==> src/rtl/fadsu_pkg.sv <==
// Shared types and constants for the digit-serial add/subtract controller.
`timescale 1ns/1ps
package fadsu_pkg;

  typedef enum logic [1:0] {
    IDLE = 2'd0,
    RUN  = 2'd1,
    DONE = 2'd2
  } state_t;

  localparam logic CON_ADD = 1'b1;
  localparam logic CON_SUB = 1'b0;

  // Digit counter width: enough bits to count 0..n-1, never narrower than 1.
  function automatic int cnt_w(input int n);
    return (n <= 1) ? 1 : $clog2(n);
  endfunction

endpackage

==> src/rtl/fadsu_digit_serial_if.sv <==
// Request/result bundle between a client and the digit-serial controller.
`timescale 1ns/1ps
interface fadsu_digit_serial_if #(
  parameter int WIDTH = 8
);
  logic             START;
  logic             CON;
  logic [WIDTH-1:0] A;
  logic [WIDTH-1:0] B;
  logic             BUSY;
  logic             DONE;
  logic [WIDTH-1:0] S;
  logic             BCO;
  logic             OVF;

  modport master (
    output START, CON, A, B,
    input  BUSY, DONE, S, BCO, OVF
  );

  modport slave (
    input  START, CON, A, B,
    output BUSY, DONE, S, BCO, OVF
  );
endinterface

==> src/rtl/fadsu_slice2.sv <==
// Combinational 2-bit add/subtract digit; CON=1 adds B, CON=0 adds ~B.
`timescale 1ns/1ps
module fadsu_slice2 (
  input  logic A0,
  input  logic A1,
  input  logic B0,
  input  logic B1,
  input  logic BCI,
  input  logic CON,
  output logic S0,
  output logic S1,
  output logic BCO
);
  logic b0p, b1p, c1;

  // Two ripple full-adder bits with B conditionally inverted by CON.
  always_comb begin
    b0p = ~(B0 ^ CON);
    b1p = ~(B1 ^ CON);
    S0  = A0 ^ b0p ^ BCI;
    c1  = (A0 & b0p) | (A0 & BCI) | (b0p & BCI);
    S1  = A1 ^ b1p ^ c1;
    BCO = (A1 & b1p) | (A1 & c1) | (b1p & c1);
  end
endmodule

==> src/rtl/fadsu_digit_serial.sv <==
// Digit-serial add/subtract controller: two bits per cycle, LSB digit first,
// carry registered between digits; result published with a one-cycle DONE.
`timescale 1ns/1ps
module fadsu_digit_serial
  import fadsu_pkg::*;
#(
  parameter int WIDTH = 8
) (
  input  logic                CK,
  input  logic                LSR,
  fadsu_digit_serial_if.slave bus
);
  localparam int N  = WIDTH / 2;
  localparam int CW = cnt_w(N);
  localparam logic [CW-1:0] LAST = CW'(N - 1);

  state_t           state_q, state_d;
  logic [CW-1:0]    cnt_q;
  logic             cy_q;
  logic             con_q;
  logic [WIDTH-1:0] a_sh, b_sh, res_sh;
  logic [WIDTH-1:0] s_q;
  logic             bco_q, ovf_q;

  logic             accept, run, last;
  logic             sl_s0, sl_s1, sl_bco;
  logic             b_msb_eff, ovf_d;
  logic [WIDTH-1:0] dig_w, res_next;

  // Only the low digit of each operand shift register feeds the slice.
  fadsu_slice2 u_slice (
    .A0  (a_sh[0]),
    .A1  (a_sh[1]),
    .B0  (b_sh[0]),
    .B1  (b_sh[1]),
    .BCI (cy_q),
    .CON (con_q),
    .S0  (sl_s0),
    .S1  (sl_s1),
    .BCO (sl_bco)
  );

  // Handshake decode, result assembly and last-digit overflow detection.
  always_comb begin
    accept    = bus.START && (state_q != RUN);
    run       = (state_q == RUN);
    last      = run && (cnt_q == LAST);
    dig_w     = WIDTH'({sl_s1, sl_s0});
    res_next  = (res_sh >> 2) | (dig_w << (WIDTH - 2));
    b_msb_eff = ~(b_sh[1] ^ con_q);
    ovf_d     = (a_sh[1] == b_msb_eff) && (sl_s1 != a_sh[1]);
  end

  // State register.
  always_ff @(posedge CK) begin
    if (LSR) state_q <= IDLE;
    else     state_q <= state_d;
  end

  // Next-state logic; START in RUN is ignored.
  always_comb begin
    state_d = state_q;
    case (state_q)
      IDLE:    if (bus.START) state_d = RUN;
      RUN:     if (cnt_q == LAST) state_d = DONE;
      DONE:    state_d = bus.START ? RUN : IDLE;
      default: state_d = IDLE;
    endcase
  end

  // Control state: counter, inter-digit carry and published result.
  always_ff @(posedge CK) begin
    if (LSR) begin
      cnt_q <= '0;
      cy_q  <= 1'b0;
      s_q   <= '0;
      bco_q <= 1'b0;
      ovf_q <= 1'b0;
    end else if (accept) begin
      cnt_q <= '0;
      cy_q  <= ~bus.CON;
    end else if (run) begin
      cnt_q <= cnt_q + CW'(1);
      cy_q  <= sl_bco;
      if (last) begin
        s_q   <= res_next;
        bco_q <= sl_bco;
        ovf_q <= ovf_d;
      end
    end
  end

  // Operand and partial-result shift registers; contents are don't-care
  // outside RUN, so they carry no reset.
  always_ff @(posedge CK) begin
    if (accept) begin
      a_sh  <= bus.A;
      b_sh  <= bus.B;
      con_q <= bus.CON;
    end else if (run) begin
      a_sh   <= a_sh >> 2;
      b_sh   <= b_sh >> 2;
      res_sh <= res_next;
    end
  end

  assign bus.BUSY = (state_q == RUN);
  assign bus.DONE = (state_q == DONE);
  assign bus.S    = s_q;
  assign bus.BCO  = bco_q;
  assign bus.OVF  = ovf_q;

endmodule

==> src/flat_wrapper.sv <==
// flat-port wrapper written by rule: the top's interface ports become plain ports
module fadsu_digit_serial_flat import fadsu_pkg::*;
#(
  parameter int WIDTH = 8
)
  (CK, LSR, bus_START, bus_CON, bus_A, bus_B, bus_BUSY, bus_DONE, bus_S, bus_BCO, bus_OVF);
  fadsu_digit_serial_if #(.WIDTH(WIDTH)) bus_i ();
  input  logic CK;
  input  logic LSR;
  input wire logic [$bits(bus_i.START)-1:0] bus_START;
  input wire logic [$bits(bus_i.CON)-1:0] bus_CON;
  input wire logic [$bits(bus_i.A)-1:0] bus_A;
  input wire logic [$bits(bus_i.B)-1:0] bus_B;
  output wire logic [$bits(bus_i.BUSY)-1:0] bus_BUSY;
  output wire logic [$bits(bus_i.DONE)-1:0] bus_DONE;
  output wire logic [$bits(bus_i.S)-1:0] bus_S;
  output wire logic [$bits(bus_i.BCO)-1:0] bus_BCO;
  output wire logic [$bits(bus_i.OVF)-1:0] bus_OVF;
  assign bus_i.START = bus_START;
  assign bus_i.CON = bus_CON;
  assign bus_i.A = bus_A;
  assign bus_i.B = bus_B;
  assign bus_BUSY = bus_i.BUSY;
  assign bus_DONE = bus_i.DONE;
  assign bus_S = bus_i.S;
  assign bus_BCO = bus_i.BCO;
  assign bus_OVF = bus_i.OVF;
  fadsu_digit_serial #(.WIDTH(WIDTH)) u_core (.CK(CK), .LSR(LSR), .bus(bus_i));
endmodule
==> config.mk <==
export PLATFORM = sky130hd
export DESIGN_NAME = fadsu_digit_serial_flat
export DESIGN_NICKNAME = d
export VERILOG_FILES = /design/src/rtl/fadsu_pkg.sv /design/src/rtl/fadsu_digit_serial_if.sv /design/src/rtl/fadsu_slice2.sv /design/src/rtl/fadsu_digit_serial.sv /design/src/flat_wrapper.sv
export SDC_FILE = /design/constraint.sdc
export NUM_CORES = 1
export LEC_CHECK = 0
export BUFFER_PORTS_ARGS = -buffer_cell sky130_fd_sc_hd__buf_2
export CAP_MARGIN = 30
export CORE_UTILIZATION = 56
export CTS_BUF_LIST = sky130_fd_sc_hd__clkbuf_4
export DETAILED_ROUTE_END_ITERATION = 12
export PLACE_DENSITY_LB_ADDON = 0.05
export SYNTH_ARGS = -nofsm -noshare
export SYNTH_HDL_FRONTEND = slang
export SYNTH_SLANG_ARGS = --single-unit
==> constraint.sdc <==
create_clock -name CK -period 2.5 [get_ports CK]
set_clock_uncertainty 0.05 [all_clocks]
set_input_delay 0.375 -clock CK [delete_from_list [all_inputs] [get_ports CK]]
set_output_delay 0.375 -clock CK [all_outputs]
set_load 0.02 [all_outputs]
==> run summary, run 1 <==
Ys Warns: 0
Fin cells: 186
# clock sinks: 38
Post-synth top cells: 23 x edfxtp_1, 18 x nand2_1, 15 x dfxtp_1
Crit path from: u_core.con_q$_DFFE_PP_
Syn Nets: 145
CTS Buf Count: 5
Leakage: 0.778 nW
Register area share after synthesis: 0.638
CP Capture Type: register
Required @ worst endpoint: 2710 ps
Dpl cells: 178
Die area: 2990 um2
Cell taking the most area after synthesis: edfxtp_1
First-pass GRT wire length: 3800 um
Count leader, synth: edfxtp_1
Largest net degree at the start of global routing: 17
I/O pin cnt: 32
Worst reg2reg setup slack: 230 ps
WHS: 174 ps
Utilization after layout: 0.698
Ant diodes: 0
Detailed Route Iter0 Violations: 5
Port bufs: 31
Slew headroom: 0.498
Mean Syn Cell Area: 12.8 um2
Synthesized area: 1550 um2
R2r startpoint: u_core.con_q$_DFFE_PP_
Area contributors post-synth: edfxtp_1 44%, dfxtp_1 19%, mux2_2 8.7%, nand2_1 4.3%, a21oi_1 3.5%
Startpoint Class: register
Final Hold Viols: 0
Slew @ Worst Pin: 754 ps
Yosys top cell area share: 0.444
Worst skew pair latency: 340 ps
Achievable Freq: 440 MHz
Length of routed wiring on met1: 1090 um
Critical path data arrival time: 2490 ps
Post-Syn Instances: 121
Maximum vdd drop: 0.509 mV
Area grow syn2layout: 14.3%
Die height: 54.7 um
Critical path class: reg2reg
RSZ-0062 raised after global routing: no
Final Cycle Share: 0.910
Gr usage total: 0.191
Final ANT Viol Nets: 0
Total gr overflow: 0
Final Slew Violations: 0
Final setup TNS: 0 ps
WL final: 2560 um
Vias per cell: 5.28
H-tree levels: 2
Layout cell share with drive strength beyond 1: 0.333
# setup viols final: 0
DRC Markers: 0
Number of cells on the worst hold path: 1
Reg2reg end: u_core.bus.OVF$_SDFFE_PP0P_
Max-Cap Viols: 0
Fillers: 207
Overall via count from detail_route: 983
Hold path start: bus_CON
Post-CTS setup buffer count: 0
FF+latch count, synth: 38
EDFF count, synth: 23
Layout Nets: 179
Max Buffers Root-to-Sink: 2
Hold Crit Endpoint: u_core.con_q$_DFFE_PP_
Final Wtd Congestion: 0.740
Die W: 54.7 um
Vias in the first global route: 888
Core Rows: 18
Async SR Flop Fraction: 0
Min Tclk post-route: 2270 ps
Post-DP HPWL: 1840 um
DR pass1 iterations: 4
CTS tree: yes
Peak fanout along the critical path: 3
Worst hold path type: in2reg
Wire per inst: 13.8 um
DR top layer: met4
CTS Root Cell: clkbuf_4
FF-to-FF path depth: 7
Initial antenna violation count: 0
Initial core utilization: 0.611
PD cells: 673 nW/um2
Core Region: 2540 um2
Met3 WL: 100 um
Reg clk slew, reported paths: 110 ps
Post-CTS Resized: 0
Hold_buf cts: 0
Synth Flop Type: edfxtp_1
Number of distinct library cells after synthesis: 25
Status: finished, final reports clean
Met2 Routed Length: 1350 um
==> metrics by stage <==
stage                     setup WS [ps]  power [mW]  instance area [um2]
after detailed placement            250       0.906                 1720
final                               226        1.20                 1780
after CTS                           211        1.20                 1780
after global placement              358       0.900                 1720
after global routing                142        1.24                 1780
after floorplan                     391       0.862                 1550
==> worst max-delay path, cell delays in order (launching register included) <==
cell	delay [ps]
edfxtp_1	430
xnor2_1	180
fa_1	360
inv_1	70
fa_1	450
xor2_1	170
or3_1	300
a21oi_1	170
==> layout make-up <==
type                       count  area (um2)  share of cell area
clock inverter                 2        8.76             0.00493
inverter                       8        30.0              0.0169
sequential                    38         991               0.558
clock buffer                   6        45.0              0.0254
timing repair buffer          32         163              0.0915
multi-input combinational     70         502               0.282
tap                           30        37.5              0.0211
==> routing by layer <==
layer,global-route usage,vias to the layer above
li1,-,482
met1,0.216,476
met2,0.325,22
met4,0.0769,0
met3,0.0667,3
met5,0,-
==> registers in the layout, summed over array words and instances, names as in the netlist <==
name            cells
u_core.cy_q         1
u_core.con_q        1
u_core.bus.S        8
u_core.res_sh       6
u_core.state_q      2
u_core.a_sh         8
u_core.b_sh         8
u_core.cnt_q        2
u_core.bus.BCO      1
u_core.bus.OVF      1
==> power by group <==
part	leakage [nW]	internal, mW	switching [mW]
Combinational	0.393	0.0680	0.0716
Sequential	0.352	0.728	0.0224
Clock	0.0331	0.117	0.189
==> how the worst max path moves through the flow <==
stage	to	depth (start not counted)	slack (ps)
floorplan	u_core.bus.OVF$_SDFFE_PP0P_	7	390
global placement	u_core.bus.OVF$_SDFFE_PP0P_	7	360
detailed placement	u_core.bus.OVF$_SDFFE_PP0P_	7	250
CTS	u_core.bus.OVF$_SDFFE_PP0P_	7	210
global route	u_core.bus.OVF$_SDFFE_PP0P_	7	140
finish	u_core.bus.OVF$_SDFFE_PP0P_	7	230
==> cells in the final DEF, fill, tap and decap left out <==
cell / Yosys / layout
nand3b_1: 2 / 2
xnor2_1: 1 / 1
buf_4: 1 / 1
clkinv_2: 0 / 1
buf_2: 1 / 31
dfxtp_1: 15 / 15
edfxtp_1: 23 / 23
or3_1: 1 / 1
nand2_1: 18 / 18
nand2b_1: 4 / 4
ha_1: 2 / 2
o211ai_1: 1 / 1
and3_1: 4 / 4
fa_1: 2 / 2
clkbuf_4: 0 / 6
and3b_1: 1 / 1
a211oi_1: 2 / 2
clkinv_1: 0 / 1
a2bb2oi_1: 1 / 1
inv_1: 8 / 8
mux2_2: 12 / 12
nor2b_1: 1 / 1
nor2_1: 4 / 4
nand3b_4: 1 / 1
a21oi_1: 11 / 11
xor2_1: 2 / 2
==> logic make-up after synthesis <==
logic type,share of synthesized area
AO/OA/AOI/OAI,0.0556
multiplexers,0.0870
flip-flops,0.638
buffers and inverters,0.0395
adder cells (fa/ha/maj),0.0419
XOR/XNOR,0.0169
AND/OR/NAND/NOR,0.122
Power figures use the tool's default switching activity.
==> run 2, diff against run 1 <==
--- a/config.mk
+++ b/config.mk
@@ -7,8 +7,10 @@
 export LEC_CHECK = 0
 export BUFFER_PORTS_ARGS = -buffer_cell sky130_fd_sc_hd__buf_2
 export CAP_MARGIN = 30
+export CORE_MARGIN = 2
 export CORE_UTILIZATION = 56
 export CTS_BUF_LIST = sky130_fd_sc_hd__clkbuf_4
+export CTS_CLUSTER_DIAMETER = 80
 export DETAILED_ROUTE_END_ITERATION = 12
 export PLACE_DENSITY_LB_ADDON = 0.05
 export SYNTH_ARGS = -nofsm -noshare
==> run 2 against run 1 <==
  * Final area grew 0.56%
  * First-iteration DRC count grew to 5.2 times the previous value
  * Sequential power is essentially flat
  * Sequential cell count is the same
  * Critical endpoint unchanged
  * Highest routed layer unchanged
  * Setup slack gained 33 ps
  * Largest cell class unchanged
  * Largest power group unchanged
  * Critical path type unchanged
==> run summary, run 2 (synthesized netlist as in run 1, its figures left out) <==
PD cells: 676 nW/um2 (+0.48%)
WL final: 2520 um (-1.4%)
Final Cycle Share: 0.896 (-0.0134)
Max-Cap Viols: 0 (unchanged)
CTS tree: yes
Worst hold path type: in2reg
Peak fanout along the critical path: 3 (unchanged)
Initial core utilization: 0.578 (-0.0321)
Die area: 3210 um2 (+7.4%)
CTS Root Cell: clkbuf_4
Leakage: 0.785 nW (+0.90%)
Required @ worst endpoint: 2730 ps (+20 ps)
Reg clk slew, reported paths: 110 ps (about the same)
# clock sinks: 38 (unchanged)
Hold_buf cts: 0 (unchanged)
Worst skew pair latency: 340 ps (about the same)
Core Region: 2690 um2 (+5.6%)
Maximum vdd drop: 0.481 mV (-5.6%)
Cell chain of the critical path: xnor2_1, fa_1, inv_1, fa_1, xor2_1, or3_1, a21oi_1
Final ANT Viol Nets: 0 (unchanged)
Ant diodes: 0 (unchanged)
Layout cell share with drive strength beyond 1: 0.344 (+0.0106)
Core Rows: 19 (+1)
Vias in the first global route: 943 (+6.2%)
Min Tclk post-route: 2240 ps (-33.5 ps)
Achievable Freq: 446 MHz (+1.5%)
Gr usage total: 0.176 (-0.0148)
Slew @ Worst Pin: 512 ps (-241 ps)
Final Wtd Congestion: 0.737 (-0.34%)
Vias per cell: 5.15 (-2.5%)
Max Buffers Root-to-Sink: 2 (unchanged)
RSZ-0062 raised after global routing: no
Detailed Route Iter0 Violations: 26 (+21)
Overall via count from detail_route: 969 (-1.4%)
Utilization after layout: 0.665 (-0.0330)
Post-CTS Resized: 0 (unchanged)
DRC Markers: 0 (unchanged)
Port bufs: 31 (unchanged)
DR pass1 iterations: 4 (unchanged)
Final setup TNS: 0 ps (unchanged)
Worst reg2reg setup slack: 260 ps (+30 ps)
Final Hold Viols: 0 (unchanged)
Die W: 56.7 um (+3.7%)
Area grow syn2layout: 15.0%
I/O pin cnt: 32 (unchanged)
CP Capture Type: register
WHS: 174 ps (+0.847 ps)
Status: finished, final reports clean
Slew headroom: 0.658 (+0.160)
Die height: 56.7 um (+3.7%)
Initial antenna violation count: 0 (unchanged)
Most frequent CP cell: fa_1
CTS Buf Count: 5 (unchanged)
Commonest non-fill, non-tap cell in the layout: buf_2
Cell family with most CP delay: adder cells
# setup viols final: 0 (unchanged)
Final Slew Violations: 0 (unchanged)
Layout Nets: 180 (+0.56%)
Wire per inst: 13.4 um (-2.5%)
Post-CTS setup buffer count: 0 (unchanged)
Largest net degree at the start of global routing: 16 (-1)
Post-DP HPWL: 1830 um (-0.60%)
First-pass GRT wire length: 4140 um (+8.9%)
Most frequent cells in the layout: 31 x buf_2, 23 x edfxtp_1, 18 x nand2_1
Largest stage delay, worst path: 460 ps (about the same)
Critical path data arrival time: 2470 ps (-20 ps)
Worst path slowest cell: fa_1
Critical path class: reg2reg
Startpoint Class: register
Total gr overflow: 0 (unchanged)
Bufs and invs on worst path: 1 (unchanged)
H-tree levels: 2 (unchanged)
-- run 2: changes by cell type in the layout (fill, tap and decap cells not counted), sizes merged --
cell / change
buf: +1
-- run 2: final cells by class --
| class | instances | area (um2) |
|---|---|---|
| flip-flops and latches | 38 | 991 |
| fillers | 228 | 900 |
| multi-input cells | 70 | 502 |
| repair buffers | 33 | 170 |
| clock buffers | 6 | 45.0 |
| well taps | 31 | 38.8 |
| inverters | 8 | 30.0 |
| clock inverters | 2 | 10.0 |
-- run 2: worst register-to-register path, delay by kind of cell, from the launching register on --
kind / cells / cell delay (ps)
buffers and inverters: 1 / 90
DFF: 1 / 440
xor gates and xnor gates: 2 / 340
and+or+nand+nor: 1 / 300
adders and majority gates: 2 / 830
AOI/OAI and AO/OA: 1 / 130
-- run 2: routing by layer --
metal  vias to the layer above  global-route usage  share of wire
li1                        490                   -              -
met1                       451               0.210           0.41
met2                        22               0.276           0.51
met3                         6              0.0783          0.060
met4                         0              0.0782          0.020
met5                         -                   0              0
-- run 2: path summary, 6_finish.rpt --
check / start / to / depth (start not counted)
worst min-delay path: bus_CON / u_core.con_q$_DFFE_PP_ / 1
worst min register to register: u_core.bus.S[2]$_SDFFE_PP0P_ / u_core.bus.S[2]$_SDFFE_PP0P_ / 2
worst max-delay path: u_core.con_q$_DFFE_PP_ / u_core.bus.OVF$_SDFFE_PP0P_ / 7
worst max register to register: u_core.con_q$_DFFE_PP_ / u_core.bus.OVF$_SDFFE_PP0P_ / 7
-- run 2: metrics by stage --
step | setup slack (ps) | instance area [um2] | instances | power (mW)
finish | 260 | 1790 | 188 | 1.21
global route | 182 | 1790 | 188 | 1.27
floorplan | 391 | 1550 | 121 | 0.862
detailed placement | 292 | 1730 | 180 | 0.913
global placement | 357 | 1730 | 180 | 0.902
CTS | 241 | 1790 | 188 | 1.22
-- run 2: power breakdown --
group	internal, mW	leakage, nW	switching [mW]
clock network	0.118	0.0354	0.195
registers	0.728	0.352	0.0211
logic	0.0713	0.398	0.0746
total	0.917	0.785	0.291
==> run 3, diff against run 2 <==
--- a/config.mk
+++ b/config.mk
@@ -12,7 +12,7 @@
 export CTS_BUF_LIST = sky130_fd_sc_hd__clkbuf_4
 export CTS_CLUSTER_DIAMETER = 80
 export DETAILED_ROUTE_END_ITERATION = 12
-export PLACE_DENSITY_LB_ADDON = 0.05
+export PLACE_DENSITY = 0.81
 export SYNTH_ARGS = -nofsm -noshare
 export SYNTH_HDL_FRONTEND = slang
 export SYNTH_SLANG_ARGS = --single-unit
==> run 3 against run 2 <==
  * Register-to-register slack barely moved
  * Largest power group unchanged
  * Power fell by 3.1%
  * Die area did not move
  * Worst hold slack improved by 17 ps
  * Core utilization fell by 0.79 points
  * Combinational power fell by 3%
  * Highest routed layer unchanged
==> run summary, run 3 (synthesized netlist as in run 1, its figures left out) <==
Status: finished, final reports clean
CP Capture Type: register
Die height: 56.7 um (unchanged)
Max-Cap Viols: 0 (unchanged)
Layout Nets: 178 (-1.1%)
Port bufs: 31 (unchanged)
CTS tree: yes
Initial antenna violation count: 0 (unchanged)
WL final: 2490 um (-1.2%)
Dpl cells: 178 (-1.1%)
Largest stage delay, worst path: 450 ps (about the same)
Vias in the first global route: 983 (+4.2%)
Core Region: 2690 um2 (unchanged)
Post-CTS setup buffer count: 0 (unchanged)
Wire per inst: 13.4 um (-0.13%)
Gr usage total: 0.176 (about the same)
DRC Markers: 0 (unchanged)
Final Cell Area: 1770 um2 (-1.2%)
Final Wtd Congestion: 0.734 (-0.41%)
H-tree levels: 2 (unchanged)
Slew headroom: 0.522 (-0.135)
Commonest non-fill, non-tap cell in the layout: buf_2
Vias per cell: 5.21 (+1.1%)
Peak fanout along the critical path: 3 (unchanged)
Critical path class: reg2reg
Detailed Route Iter0 Violations: 37 (+42%)
CTS Root Cell: clkbuf_4
Reg clk slew, reported paths: 100 ps (about the same)
Die W: 56.7 um (unchanged)
PD cells: 663 nW/um2 (-1.9%)
Layout cell share with drive strength beyond 1: 0.316 (-0.0278)
Final Slew Violations: 0 (unchanged)
Worst path slowest cell: fa_1
Min Tclk post-route: 2230 ps (-8.92 ps)
I/O pin cnt: 32 (unchanged)
Overall via count from detail_route: 969 (unchanged)
Largest net degree at the start of global routing: 17 (+1)
Slew @ Worst Pin: 716 ps (+204 ps)
Worst skew pair latency: 330 ps (about the same)
Initial core utilization: 0.578 (unchanged)
Startpoint Class: register
Final Hold Viols: 0 (unchanged)
CTS Buf Count: 5 (unchanged)
Critical path data arrival time: 2450 ps (-20 ps)
# setup viols final: 0 (unchanged)
Post-DP HPWL: 1820 um (-0.71%)
Worst hold path type: in2reg
Fin cells: 186 (-1.1%)
Total gr overflow: 0 (unchanged)
RSZ-0062 raised after global routing: no
Die area: 3210 um2 (unchanged)
Area grow syn2layout: 13.6%
Core Rows: 19 (unchanged)
Max Buffers Root-to-Sink: 2 (unchanged)
Leakage: 0.768 nW (-2.1%)
Maximum vdd drop: 0.511 mV (+6.3%)
Required @ worst endpoint: 2720 ps (about the same)
Placed cell areas: 1720 um2 (-0.87%)
# clock sinks: 38 (unchanged)
Post-CTS Resized: 0 (unchanged)
Cell chain of the critical path: xnor2_1, fa_1, inv_1, fa_1, xor2_1, or3_1, a21oi_1
Most frequent CP cell: fa_1
Final ANT Viol Nets: 0 (unchanged)
Most frequent cells in the layout: 31 x buf_2, 23 x edfxtp_1, 18 x nand2_1
First-pass GRT wire length: 4130 um (-0.17%)
Final setup TNS: 0 ps (unchanged)
Hold_buf cts: 0 (unchanged)
DR pass1 iterations: 6 (+2)
WHS: 192 ps (+17.5 ps)
Achievable Freq: 448 MHz (+0.40%)
Ant diodes: 0 (unchanged)
Final Cycle Share: 0.893 (-0.00357)
==> run 3: changes by cell type in the layout (fill, tap and decap cells not counted) <==
cell / delta
clkbuf_4: -1
clkinv_2: -2
clkinv_1: +3
buf_4: -2
==> run 3: layer usage <==
| layer | global-route usage | part of all wire |
|---|---|---|
| met1 | 0.182 | 0.40 |
| met2 | 0.312 | 0.52 |
| met3 | 0.0599 | 0.061 |
| met4 | 0.0918 | 0.023 |
| met5 | 0 | 0 |
==> run 3: critical path: cells and delay by family, from the launching register on <==
kind	cells	cell delay (ps)
AO/OA/AOI/OAI	1	140
XOR/XNOR	2	350
adder cells (fa/ha/maj)	2	830
buffers and inverters	1	80
flip-flops	1	430
AND/OR/NAND/NOR	1	300
==> run 3: stage by stage <==
stage                     setup WS (ps)  utilization  power [mW]
after floorplan                     391            -       0.862
after global placement              362        0.639       0.894
after detailed placement            282        0.639       0.907
after CTS                           257        0.657        1.18
after global routing                146        0.657        1.23
final                               269        0.657        1.17
==> run 3: path summary, 6_finish.rpt <==
path	start	end	slack, ps	cells past startpoint
setup reg to reg	u_core.con_q$_DFFE_PP_	u_core.bus.OVF$_SDFFE_PP0P_	270	7
hold reg to reg	u_core.bus.S[0]$_SDFFE_PP0P_	u_core.bus.S[0]$_SDFFE_PP0P_	410	2
setup / recovery	u_core.con_q$_DFFE_PP_	u_core.bus.OVF$_SDFFE_PP0P_	270	7
hold / removal	bus_CON	u_core.con_q$_DFFE_PP_	190	1
==> run 3: area by class of cell <==
cell class / count / area (um2)
Sequential cell: 38 / 991
Fill cell: 218 / 921
Multi-Input combinational cell: 70 / 502
Timing Repair Buffer: 31 / 155
Tap cell: 31 / 38.8
Clock buffer: 5 / 37.5
Inverter: 8 / 30.0
Clock inverter: 3 / 11.3
==> run 3: where the power goes <==
| part | leakage, nW | switching [mW] | internal, mW |
|---|---|---|---|
| clock | 0.0277 | 0.179 | 0.100 |
| combinational | 0.389 | 0.0733 | 0.0678 |
| sequential | 0.352 | 0.0218 | 0.728 |
